`src/rtl/sram_arb_2p_pkg.sv`:
```
// Shared definitions for the two-port SRAM arbiter: geometry defaults,
// the port-index type and the registered response tag.
package sram_arb_2p_pkg;
  localparam int SRAM_ADDR_WIDTH = 13;
  localparam int SRAM_DATA_WIDTH = 32;
  localparam int SRAM_BE_WIDTH   = SRAM_DATA_WIDTH / 8;

  typedef logic port_t;
  localparam port_t PORT0 = 1'b0;
  localparam port_t PORT1 = 1'b1;

  typedef struct packed {
    logic  valid;
    port_t port;
    logic  we;
  } rsp_tag_t;
endpackage

```
`src/rtl/sram_arb_2p_arb.sv`:
```
// Two-requester arbiter: combinational grant plus the last_grant register
// that steers round-robin conflicts (fixed priority to port 0 when RR_EN=0).
module rr_arb2
  import sram_arb_2p_pkg::*;
#(
  parameter int RR_EN = 1
) (
  input  logic       clk,
  input  logic       rst_i,
  input  logic [1:0] req,
  output logic [1:0] gnt,
  output port_t      last_grant
);

  always_comb begin
    gnt = 2'b00;
    if (!rst_i) begin
      case (req)
        2'b01:   gnt = 2'b01;
        2'b10:   gnt = 2'b10;
        2'b11: begin
          // On conflict the port that did not win last time goes first.
          if ((RR_EN != 0) && (last_grant == PORT0)) gnt = 2'b10;
          else                                       gnt = 2'b01;
        end
        default: gnt = 2'b00;
      endcase
    end
  end

  // Reset to PORT1 so that port 0 wins the first conflict.
  always_ff @(posedge clk) begin
    if (rst_i)             last_grant <= PORT1;
    else if (gnt != 2'b00) last_grant <= gnt[1];
  end

endmodule

```
`src/rtl/sram_arb_2p.sv`:
```
// Two-port arbiter in front of a single-port SRAM macro. Valid/ready: a port
// holds req until gnt; gnt is same-cycle, rvalid follows exactly one cycle later.
module sram_arb_2p
  import sram_arb_2p_pkg::*;
#(
  parameter int ADDR_WIDTH = SRAM_ADDR_WIDTH,
  parameter int DATA_WIDTH = SRAM_DATA_WIDTH,
  parameter int RR_EN      = 1
) (
  input  logic                    clk,
  input  logic                    rst_i,
  input  logic                    p0_req_i,
  input  logic                    p0_we_i,
  input  logic [DATA_WIDTH/8-1:0] p0_be_i,
  input  logic [ADDR_WIDTH+1:0]   p0_addr_i,
  input  logic [DATA_WIDTH-1:0]   p0_wdata_i,
  input  logic                    p1_req_i,
  input  logic                    p1_we_i,
  input  logic [DATA_WIDTH/8-1:0] p1_be_i,
  input  logic [ADDR_WIDTH+1:0]   p1_addr_i,
  input  logic [DATA_WIDTH-1:0]   p1_wdata_i,
  output logic                    p0_gnt_o,
  output logic                    p1_gnt_o,
  output logic                    p0_rvalid_o,
  output logic                    p1_rvalid_o,
  output logic [DATA_WIDTH-1:0]   p0_rdata_o,
  output logic [DATA_WIDTH-1:0]   p1_rdata_o,
  output logic                    sram_cen_o,
  output logic                    sram_gwen_o,
  output logic [DATA_WIDTH/8-1:0] sram_ben_o,
  output logic [ADDR_WIDTH-1:0]   sram_a_o,
  output logic [DATA_WIDTH-1:0]   sram_d_o,
  input  logic [DATA_WIDTH-1:0]   sram_q_i,
  output port_t                   dbg_last_grant
);

  logic [1:0]              gnt;
  port_t                   win;
  logic                    win_we;
  logic [DATA_WIDTH/8-1:0] win_be;
  logic [ADDR_WIDTH+1:0]   win_addr;
  logic [DATA_WIDTH-1:0]   win_wdata;
  logic                    addr_lsb_unused;
  rsp_tag_t                tag_q;
  logic                    rsp_valid;
  logic [DATA_WIDTH-1:0]   rsp_data;

  rr_arb2 #(.RR_EN(RR_EN)) u_arb (
    .clk        (clk),
    .rst_i      (rst_i),
    .req        ({p1_req_i, p0_req_i}),
    .gnt        (gnt),
    .last_grant (dbg_last_grant)
  );

  assign p0_gnt_o = gnt[0];
  assign p1_gnt_o = gnt[1];
  assign win      = gnt[1];

  always_comb begin
    win_we    = p0_we_i;
    win_be    = p0_be_i;
    win_addr  = p0_addr_i;
    win_wdata = p0_wdata_i;
    if (win == PORT1) begin
      win_we    = p1_we_i;
      win_be    = p1_be_i;
      win_addr  = p1_addr_i;
      win_wdata = p1_wdata_i;
    end
  end

  // Byte-offset bits have no meaning for a word-addressed macro.
  assign addr_lsb_unused = ^win_addr[1:0];

  always_comb begin
    sram_cen_o  = 1'b1;
    sram_gwen_o = 1'b1;
    sram_ben_o  = '1;
    sram_a_o    = '0;
    sram_d_o    = '0;
    if (gnt != 2'b00) begin
      sram_cen_o  = 1'b0;
      sram_gwen_o = ~win_we;
      sram_ben_o  = win_we ? ~win_be : '1;
      sram_a_o    = win_addr[ADDR_WIDTH+1:2];
      sram_d_o    = win_wdata;
    end
  end

  always_ff @(posedge clk) begin
    if (rst_i) begin
      tag_q <= '0;
    end else begin
      tag_q.valid <= (gnt != 2'b00);
      tag_q.port  <= win;
      tag_q.we    <= win_we;
    end
  end

  // A reset landing in the response cycle kills the pending response.
  assign rsp_valid   = tag_q.valid & ~rst_i;
  assign rsp_data    = tag_q.we ? '0 : sram_q_i;
  assign p0_rvalid_o = rsp_valid & (tag_q.port == PORT0);
  assign p1_rvalid_o = rsp_valid & (tag_q.port == PORT1);
  assign p0_rdata_o  = p0_rvalid_o ? rsp_data : '0;
  assign p1_rdata_o  = p1_rvalid_o ? rsp_data : '0;

endmodule
```
`config.mk`:
```
export PLATFORM = sky130hd
export DESIGN_NAME = sram_arb_2p
export DESIGN_NICKNAME = d
export VERILOG_FILES = /design/src/rtl/sram_arb_2p_pkg.sv /design/src/rtl/sram_arb_2p_arb.sv /design/src/rtl/sram_arb_2p.sv
export SDC_FILE = /design/constraint.sdc
export NUM_CORES = 1
export LEC_CHECK = 0
export ABC_AREA = 1
export CORE_AREA = 2 2 102 104
export CTS_CLUSTER_SIZE = 8
export DETAILED_ROUTE_END_ITERATION = 10
export DIE_AREA = 0 0 104 106
export SYNTH_ARGS = -nofsm -noshare
export SYNTH_HDL_FRONTEND = slang
export SYNTH_SLANG_ARGS = --single-unit
```
`constraint.sdc`:
```
create_clock -name clk -period 2 [get_ports clk]
set_clock_uncertainty 0.15 [all_clocks]
set_input_delay 0.5 -clock clk [delete_from_list [all_inputs] [get_ports clk]]
set_output_delay 0.5 -clock clk [all_outputs]
set_load 0.02 [all_outputs]
```
## Word level (Yosys, flattened, before mapping)

Index checks and enable logic that the tools add are counted.

| storage, ports and cells | value |
|---|---|
| register bits after elaboration | 4 |
| bits of input ports | 140 |
| logic and storage cells | 31 |

| operators by class | value |
|---|---|
| eq/ne operators | 3 |
| multiplexer cells | 16 |
| bitwise logic cells | 7 |
| reductions and logical operators | 1 |

Operators by type and width:

| operator | number |
|---|---|
| two-way mux 32 bit | 5 |
| two-way mux 15 bit | 1 |
| two-way mux 13 bit | 1 |
| two-way mux 4 bit | 3 |
| one-hot mux 2 bit (3 select lines) | 1 |
| equality test 2 bit (second input constant) | 2 |
| two-way mux 2 bit | 2 |
| NOT 4 bit | 1 |
| bitwise AND 1 bit | 3 |
| two-way mux 1 bit | 3 |
| NOT 1 bit | 3 |
| equality test 2 x 1 -> 1 bit (second input constant) | 1 |
| nonzero test 2 bit | 1 |

## Logic depth before layout (Yosys ltp)

| depth | value |
|---|---|
| depth after elaboration | 7 |
| depth in mapped cells | 6 |
| gate-level depth less buffers | 5 |

## Modules after synthesis

Synthesis repeated with hierarchy kept, for this count alone.

| second synthesis, totals | value |
|---|---|
| cell total of the unflattened synthesis | 328 |
| area total of the unflattened synthesis | 1440.1 sq um |

Modules (own cells, without submodules):

| module | instances | cells an instance | area each (sq um) |
|---|---|---|---|
| sram_arb_2p | 1 | 315 | 1368.8 |
| rr_arb2 | 1 | 13 | 71.3 |

## Worst setup path before layout

Ideal clock, no wire load.

| path | value |
|---|---|
| path kind | input-to-output |
| from | input port rst_i |
| to | output port p0_rdata_o[22] |
| arrival time | 1.420 ns |
| path slack | -0.070 ns |
| stages | 4 |
| cell sequence | inv_2 nand3b_1 buf_2 nor3_1 |

| on the way | value |
|---|---|
| word-level cells in the longest chain between the ends | 4 |

Ends and longest elaborated chain:

| item | line | text |
|---|---|---|
| from (decl) | sram_arb_2p.sv:11 | `input logic rst_i,` |
| NOT 1 bit | sram_arb_2p.sv:102 | `assign rsp_valid = tag_q.valid & ~rst_i;` |
| bitwise AND 1 bit | sram_arb_2p.sv:102 |  |
| bitwise AND 1 bit | sram_arb_2p.sv:104 | `assign p0_rvalid_o = rsp_valid & (tag_q.port == PORT0);` |
| two-way mux 32 bit | sram_arb_2p.sv:106 | `assign p0_rdata_o = p0_rvalid_o ? rsp_data : '0;` |
| to (decl) | sram_arb_2p.sv:26 | `output logic [DATA_WIDTH-1:0] p0_rdata_o,` |

No other way between the ends.

## Worst setup path after layout

| path | value |
|---|---|
| from | input port rst_i |
| to | output port sram_d_o[27] |

| on the way | value |
|---|---|
| word-level cells in the longest chain between the ends | 3 |

Ends and longest elaborated chain:

| item | line | text |
|---|---|---|
| two-way mux 2 bit * | sram_arb_2p_arb.sv:17 | `if (!rst_i) begin` |
| two-way mux 32 bit / nonzero test 2 bit (equally long branches) | sram_arb_2p.sv:65, sram_arb_2p.sv:82 |  |
| two-way mux 32 bit * | sram_arb_2p.sv:82 | `if (gnt != 2'b00) begin` |
| to (decl) | sram_arb_2p.sv:32 | `output logic [DATA_WIDTH-1:0] sram_d_o,` |

Every way passes the cells marked *; elsewhere a longest branch is shown, timed or not.

==> flow_summary_export.csv <==
group,metric,value,unit
synth,synth.most_common_cell,"nand2_1",
timing,slew_violations,0,
synth,syn_inst,392,
synth,synthTopCellsByCount,"nand2_1, nor2_1, inv_1",
routing,wl_per_cell,15.9,um
run,cap_violations,0,
synth,yosysUniqueCellTypes,18,
timing,fmaxAchievable,443,MHz
layout,final_nets,827,
setup_path,cp_max_fo,6,
timing,setup-violations-final,116,
setup_path,crit_buf_inv,7,
synth,netlist_top_cells_area,"nand2_1, nor2_1, nor3_1",
placement,gp_congestion,0.796,
routing,via_count,3659,
synth,synth_area,1730,um2
timing,worst_pin_slew,407,ps
floorplan,die_area,11000,um2
setup_path,slowest_stage,"buf_12",
floorplan,start_util,0.173,
clock_network,tritoncts,"done",
synth,syn-num-nets,532,
clock_network,cts.sinks,4,
placement,place_ws,-980,ps
timing,hold_viol,0,
grt,grt_pass1_wl,17.9,mm
power_and_ir_drop,power_frac_seq,0.059,
power_and_ir_drop,intPower,0.000902,W
placement,placed_area,4670,um2
grt,antenna_found_initial,0,
layout,final_area,6420,um2
synth,seq_area_frac_synth,0.0464,
outcome,failed_checks,"setup timing",
routing,first_pass_iters,4,
setup_path,start_kind,"input pin",
grt,grt_pass1_vias,3609,
clock_network,clockBufferDepth,2,
hold_path,hold_path.class,"input pin to flop",
synth,yosys.area.top_type_share,0.224,
setup_path,startpoint,"rst_i",
hold_path,min_from,"rst_i",
routing,drcViolationCount,0,
floorplan,die_y,106,um
clock_network,path_clk_slew,30,ps
layout,final_layout_size_suffix_gt1_frac,0.550,
floorplan,pin_count,260,
routing,ant_nets,0,
setup_path,path_class,"input pin to output port",
layout,diodes,0,
power_and_ir_drop,ir_worst_vdd,0.229,mV
setup_path,r2r-start,"u_arb.last_grant$_SDFFE_PP1P_",
power_and_ir_drop,power.leakage,3.06,nW
setup_path,crit_top_cell,"buf_6",
clock_network,cts_root_buf,"clkbuf_8",
power_and_ir_drop,power_frac_clock,0.106,
grt,grt_usage,0.199,
power_and_ir_drop,comb_power_share,0.835,
synth,async_flop_share,0,
grt,grt.overflow.total,0,
synth,ys_ff_latch,4,
power_and_ir_drop,power.density,248,nW/um2
synth,yosysTopAreaCell,"nand2_1",
setup_path,cp_top_family,"buffers and inverters",
synth,synth-edff-count,0,
timing,timing.final.ws_setup,-255,ps
timing,grt_setup_unrepaired,"yes",
floorplan,fp.coreArea,10000,um2
layout,synthToLayoutAreaGrowth,272,%
power_and_ir_drop,p_sw,0.000686,W
synth,ys_warn_count,0,
clock_network,numCtsBuffers,3,
synth,synth_ff_type,"dfxtp_1",
placement,dp_hpwl,7.70,mm
outcome,status,"finished with violations",
placement,portBuffers,255,
setup_path,arrival,1610,ps
clock_network,cts.htree.levels,1,
timing,fin_crit,2260,ps
clock_network,cts_hold_buf,0,
clock_network,clock_latency,220,ps
power_and_ir_drop,swShare,0.432,
power_and_ir_drop,power,0.00159,W
routing,initialDrtViolationCount,121,
floorplan,row_count,37,
floorplan,die_x,104,um
routing,routed_wirelength,13.0,mm
timing,slew_headroom,0.729,
layout,final_util,0.642,
setup_path,required,1350,ps
setup_path,max_stage_delay,140,ps
synth,syn_area_per_cell,4.40,um2
setup_path,cp-end-kind,"output port",
routing,vias_per_cell,4.46,
timing,fin_crit_sh,1.13,
setup_path,path_cells,"buf_8 -> inv_8 -> nand3_4 -> buf_12 -> buf_6 -> buf_6 -> buf_8 -> nand2_4 -> nand2_2 -> nor2_2 -> buf_6",
grt,grt_max_degree,40,
state kept, by name, indices dropped and copies added, names as in the netlist:
signal / flops
tag_q: 3
u_arb.last_grant: 1
through the flow:
step	hold slack, ps	cells	TNS (ps)
after global routing	416	821	-21040
after floorplan	419	392	-3800
after CTS	406	817	-14680
final	413	821	-15560
after detailed placement	489	777	-105160
after global placement	479	777	-103910
power groups by stage:
stage	clock, W	sequential, W	combinational (W)
finish	0.000168	0.0000937	0.00133
global route	0.000179	0.0000940	0.00140
CTS	0.000171	0.0000935	0.00114
detailed placement	0	0.0000924	0.000945
global placement	0	0.0000919	0.000939
floorplan	0	0.0000912	0.000404
layout make-up:
cell class | count | area (um2)
fillers | 811 | 3580
repair buffers | 319 | 3540
multi-input cells | 275 | 2260
clock buffers | 3 | 41.3
well taps | 136 | 170
inverters | 84 | 323
flip-flops and latches | 4 | 82.6
worst register-to-register path: stages, from the launching register on:
cell	delay (ps)
dfxtp_2	330
nand2_4	80
buf_4	110
buf_6	110
buf_6	100
nand4_1	180
buf_4	190
a21oi_1	130
cell families after synthesis:
kind of cell           after synthesis  synth area share
and+or+nand+nor                    271             0.654
buffers and inverters              114             0.288
DFF                                  4            0.0464
AOI/OAI and AO/OA                    3            0.0116
cells in the final DEF, fill, tap and decap left out:
master,instances
dfxtp_1,2
nand3_4,3
nor2_4,14
nand4_1,5
buf_16,8
nor3_4,49
nand3b_1,1
o21a_4,1
bufbuf_16,2
buf_8,2
clkdlybuf4s50_1,132
nand2_2,31
dfxtp_2,2
dlygate4sd2_1,1
buf_12,13
inv_8,1
inv_1,81
nand2_1,59
buf_4,52
clkbuf_8,3
nand3_2,4
nor2_2,52
inv_2,2
nor3_2,15
clkbuf_16,2
buf_6,106
nor2_1,25
o211ai_1,1
clkbuf_2,1
a21oi_1,1
nand2_4,14
final timing paths:
path / endpoint / slack [ps] / cells past startpoint
max: sram_d_o[27] / -260 / 11
min: tag_q[0]$_SDFF_PP0_ / 410 / 3
max reg2reg: tag_q[0]$_SDFF_PP0_ / 550 / 7
min reg2reg: u_arb.last_grant$_SDFFE_PP1P_ / 530 / 3
routing by layer:
metal	wire, um	global-route usage
met5	0	0
met4	361	0.0483
met3	1100	0.0656
met2	6960	0.388
met1	4590	0.204
what timing repair did:
| item | in CTS | in global routing |
|---|---|---|
| pin swaps | 16 | 26 |
| endpoints found under the hold margin | 0 | 0 |
| buffers inserted | 25 | 5 |
| gates resized for setup | 801 | 230 |
| setup endpoints to repair | 119 | 118 |
| gates cloned | 13 | 3 |
Power figures use the tool's default switching activity.
